### config.mk
export PLATFORM = sky130hd
export DESIGN_NAME = amo_wr_arbiter
export DESIGN_NICKNAME = d
export VERILOG_FILES = /design/src/rtl/amo_wr_arbiter.sv
export SDC_FILE = /design/constraint.sdc
export NUM_CORES = 1
export LEC_CHECK = 0
export CORE_UTILIZATION = 36
export DETAILED_ROUTE_END_ITERATION = 8
export GPL_ROUTABILITY_DRIVEN = 0
export PLACE_DENSITY_LB_ADDON = 0.25
export SLEW_MARGIN = 20
export SYNTH_ARGS = -nofsm -noshare
export SYNTH_HDL_FRONTEND = slang
export SYNTH_SLANG_ARGS = --single-unit
### constraint.sdc
create_clock -name clk -period 1.5 [get_ports clk]
set_input_delay 0.3 -clock clk [delete_from_list [all_inputs] [get_ports clk]]
set_output_delay 0.3 -clock clk [all_outputs]
set_load 0.01 [all_outputs]
### src/rtl/amo_wr_arbiter.sv
// Round-robin arbiter for AMO write-back requests from NUM_CORES cores onto one
// shared-memory write port; the winning payload is registered and held until accepted.
module amo_wr_arbiter #(
  parameter  int NUM_CORES = 2,
  localparam int IDX_W     = (NUM_CORES > 1) ? $clog2(NUM_CORES) : 1
) (
  input  logic                   clk,
  input  logic                   rst_n,
  input  logic [NUM_CORES-1:0]   req_i,
  input  logic [NUM_CORES*32-1:0] addr_i,
  input  logic [NUM_CORES*32-1:0] wdata_i,
  input  logic [NUM_CORES*4-1:0] mask_i,
  output logic [NUM_CORES-1:0]   ack_o,
  output logic [NUM_CORES-1:0]   stall_o,
  output logic                   mem_we_o,
  output logic [31:0]            mem_addr_o,
  output logic [31:0]            mem_wdata_o,
  output logic [3:0]             mem_mask_o,
  input  logic                   mem_ready_i
);

  typedef enum logic {
    IDLE = 1'b0,
    BUSY = 1'b1
  } state_t;

  state_t           state;
  logic [IDX_W-1:0] rr_ptr;
  logic [IDX_W-1:0] rr_next;
  logic [IDX_W-1:0] grant_idx;
  logic [IDX_W-1:0] win_idx;
  logic [IDX_W-1:0] hi_idx;
  logic [IDX_W-1:0] lo_idx;
  logic             hi_found;
  logic             any_req;
  logic             fire;
  logic [31:0]      win_addr;
  logic [31:0]      win_wdata;
  logic [3:0]       win_mask;

  // Round-robin pick: the lowest requester at or above rr_ptr wins; if there is
  // none, the search wraps and the lowest requester overall wins.
  // NOTE: every signal written in a combinational block gets a default first,
  // otherwise paths that skip the assignment infer a latch.
  always_comb begin
    hi_found = 1'b0;
    hi_idx   = '0;
    lo_idx   = '0;
    for (int k = NUM_CORES - 1; k >= 0; k--) begin
      if (req_i[k]) begin
        lo_idx = IDX_W'(k);
        if (k >= int'(rr_ptr)) begin
          hi_found = 1'b1;
          hi_idx   = IDX_W'(k);
        end
      end
    end
    win_idx = hi_found ? hi_idx : lo_idx;
  end

  always_comb begin
    win_addr  = '0;
    win_wdata = '0;
    win_mask  = '0;
    for (int k = 0; k < NUM_CORES; k++) begin
      if (win_idx == IDX_W'(k)) begin
        win_addr  = addr_i[32*k +: 32];
        win_wdata = wdata_i[32*k +: 32];
        win_mask  = mask_i[4*k +: 4];
      end
    end
  end

  assign any_req = |req_i;
  assign fire    = (state == BUSY) && mem_ready_i;

  // Modulo increment that also wraps correctly for non-power-of-2 core counts.
  assign rr_next = (int'(grant_idx) == NUM_CORES - 1) ? '0 : grant_idx + 1'b1;

  always_comb begin
    ack_o = '0;
    for (int k = 0; k < NUM_CORES; k++) begin
      ack_o[k] = fire && (grant_idx == IDX_W'(k));
    end
  end

  assign stall_o = req_i & ~ack_o;

  // NOTE: sequential state uses non-blocking assignments so every register
  // samples the pre-edge values, independent of statement order.
  always_ff @(posedge clk) begin
    if (!rst_n) begin
      state       <= IDLE;
      rr_ptr      <= '0;
      grant_idx   <= '0;
      mem_we_o    <= 1'b0;
      mem_addr_o  <= '0;
      mem_wdata_o <= '0;
      mem_mask_o  <= '0;
    end else begin
      case (state)
        IDLE: begin
          if (any_req) begin
            grant_idx   <= win_idx;
            mem_addr_o  <= win_addr;
            mem_wdata_o <= win_wdata;
            mem_mask_o  <= win_mask;
            mem_we_o    <= 1'b1;
            state       <= BUSY;
          end
        end
        BUSY: begin
          // Payload is frozen here; late payload changes from the requester are ignored.
          if (mem_ready_i) begin
            mem_we_o <= 1'b0;
            rr_ptr   <= rr_next;
            state    <= IDLE;
          end
        end
        default: state <= IDLE;
      endcase
    end
  end

endmodule

==> metrics.cfg <==
[placement]
io_buffers = 213
dpl.hpwl_um = 7950
dpl_worst_slack_ns = -0.442

[floorplanning]
die_w_um = 97.7
fp.dieArea_um2 = 9540
initial_core_util_pct = 37.4
core-area_um2 = 8810
die_h_um = 97.7
ios = 214
num_rows = 34

[timing]
fin_skew_ns = 0.0107
fmax_ghz = 0.688
period_needed_ns = 1.45
fin_crit_sh_pct = 96.9
tns_ns = 0
tightest_slew_ns = 0.400
maxSlewViolCount = 0
finalHoldViolCount = 0
slew_headroom_pct = 73.3
rsz0062_at_grt = yes
fin_ws_ns = 0.0468
setup_violations = 0

[route]
wirelength_um = 11800
drc = 22
antenna_left = 0
vias_per_cell = 5.55
drtIter0Drc = 196
wire_per_inst_um = 16.4
vias = 3976
first_pass_iters = 7

[min_path]
hold_class = in -> reg

[global_routing]
track_usage_pct = 24.4
grt_overflow = 0
grt_max_degree = 73
antenna_found_initial = 0
first_global_vias = 3796
grt_first_pass_wirelength_um = 18700

[clocking]
cts_htree_levels = 3
cts_tree = yes
cts.sinks = 72
clock_path_buffers = 2
insertion_delay_ns = 0.34
cts_made_buffers = 9
clkTransAtPathRegs_ns = 0.07
root_buffer = clkbuf_8
holdBufCountCts = 0

[yosys]
netlist_instances = 413
synthFlopType = dfxtp_1
synth_commonest_cells = 126 x o21ai_0, 72 x dfxtp_1, 68 x a31oi_1, 68 x nand3_1, 26 x clkbuf_1
syn-num-nets = 554
synth_area_leaders = dfxtp_1 44%, o21ai_0 19%, a31oi_1 13%
yosys.area.top_type = dfxtp_1
yosysUniqueCellTypes = 23
seq_area_frac_synth_pct = 43.7
synth_area_per_cell_um2 = 7.98
yosys_register_bits = 72
synthArstFlopShare_pct = 0
yosysMostFrequentCell = o21ai_0
synth_area_um2 = 3300
yosys_warnings = 0
synth_top_area_share_pct = 43.7
synth-edff-count = 0

[flow_run]
cap_violations = 0

[critical_path]
crit_start = grant_idx
crit_path_start_kind = register
worstSetupPathType = reg -> out
critPathArrivalTime_ns = 1.15
reg2reg_slack_ns = 0.14
cp-end-kind = primary output
path_max_fanout = 3
r2r-start = state
rr_endpoint = mem_wdata_o[4]
worstPathRequired_ns = 1.20
r2r_cells = 5
crit_end = stall_o[0]

[run_status]
outcome = finished with violations
violations = design-rule violations

[cells_and_area]
fillCellCount = 818
insertedDiodeCount = 0
area_growth_pct = 70.2
finalNetCount = 745
drive_above_1_share_pct = 8.05
multi_input_area_um2 = 1560
seqCellArea_um2 = 1440

[power_and_ir_drop]
power.leakage_nw = 2.27
p_per_area_nw_per_um2 = 937
peakVddDrop_uv = 549

worst min-delay path by stage:
stage | cells past startpoint | start | to
after floorplan | 1 | req_i[0] | state
after global placement | 1 | mem_we_o | mem_we_o
after detailed placement | 1 | mem_we_o | mem_we_o
after CTS | 4 | rst_n | mem_wdata_o[10]
after global routing | 4 | mem_ready_i | state
final | 4 | mem_ready_i | state
where the power goes:
| part | switching, mW | internal (mW) | total [mW] |
|---|---|---|---|
| combinational | 0.652 | 0.742 | 1.39 |
| sequential | 0.0832 | 2.11 | 2.19 |
| clock | 0.741 | 0.932 | 1.67 |
per-stage QoR:
step	utilization [%]	cell area (µm²)	hold WS, ns	power, mW	instances
6_report	63.7	5610	0.445	5.26	717
4_1_cts	63.6	5600	0.446	5.30	716
3_5_place_dp	62.3	5490	0.497	3.76	700
5_1_grt	63.7	5610	0.452	5.51	717
2_1_floorplan	-	3300	0.464	2.86	413
3_3_place_gp	62.3	5490	0.482	3.73	700
cell families (layout without fill, tap and decap cells):
group / after synthesis / count (layout) / synth area share [%]
AO/OA/AOI/OAI: 209 / 209 / 34.9
buffers and inverters: 55 / 251 / 9.42
flip-flops: 72 / 72 / 43.7
AND/OR/NAND/NOR: 77 / 77 / 12.0
per-layer routing:
metal / up-vias / track usage, % / wire, µm
met4: 0 / 11.0 / 328
met1: 1854 / 28.0 / 4600
met2: 171 / 42.2 / 5910
li1: 1925 / - / -
met3: 26 / 6.55 / 948
met5: - / 0 / 0
what timing repair did:
action / in CTS / in global routing
resized for setup: 88 / 3
pin swaps: 1 / 2
endpoints found under the setup margin: 73 / 3
cloned: 0 / 0
buffers inserted: 0 / 1
worst max-delay path: stages (launching register included):
cell	delay, ns
dfxtp_2	0.33
and3b_2	0.23
nor2b_1	0.10
buf_2	0.15
layout make-up:
type / count / share of cell area, %
Clock buffer: 10 / 2.27
Inverter: 2 / 0.134
Sequential cell: 72 / 25.7
Timing Repair Buffer: 233 / 40.2
Multi-Input combinational cell: 286 / 27.7
Clock inverter: 6 / 1.49
Tap cell: 108 / 2.41
sequential cells by signal (all words and copies together), names as in the netlist:
signal,flops
grant_idx,1
mem_wdata_o,32
mem_we_o,1
state,1
mem_addr_o,32
mem_mask_o,4
rr_ptr,1
layout by cell type (no fill, tap or decap):
cell type	count
o21ai_1	11
o21ba_4	1
nand2b_2	1
inv_1	1
clkinv_4	1
nor2b_1	2
clkdlybuf4s50_1	137
buf_2	6
and3b_2	1
o311a_1	1
clkinv_2	3
a21oi_1	1
o211a_1	1
dfxtp_1	70
and2b_2	1
buf_12	7
nand2_1	1
clkbuf_8	9
nand3_1	68
inv_2	1
buf_4	13
o21ai_0	125
dfxtp_2	2
o32ai_1	1
nor2_2	1
a31oi_1	68
and2_1	1
nor2_1	1
bufinv_16	2
clkbuf_1	1
dlymetal6s2s_1	1
dlygate4sd2_1	69
(Power assumes the default switching activity.)
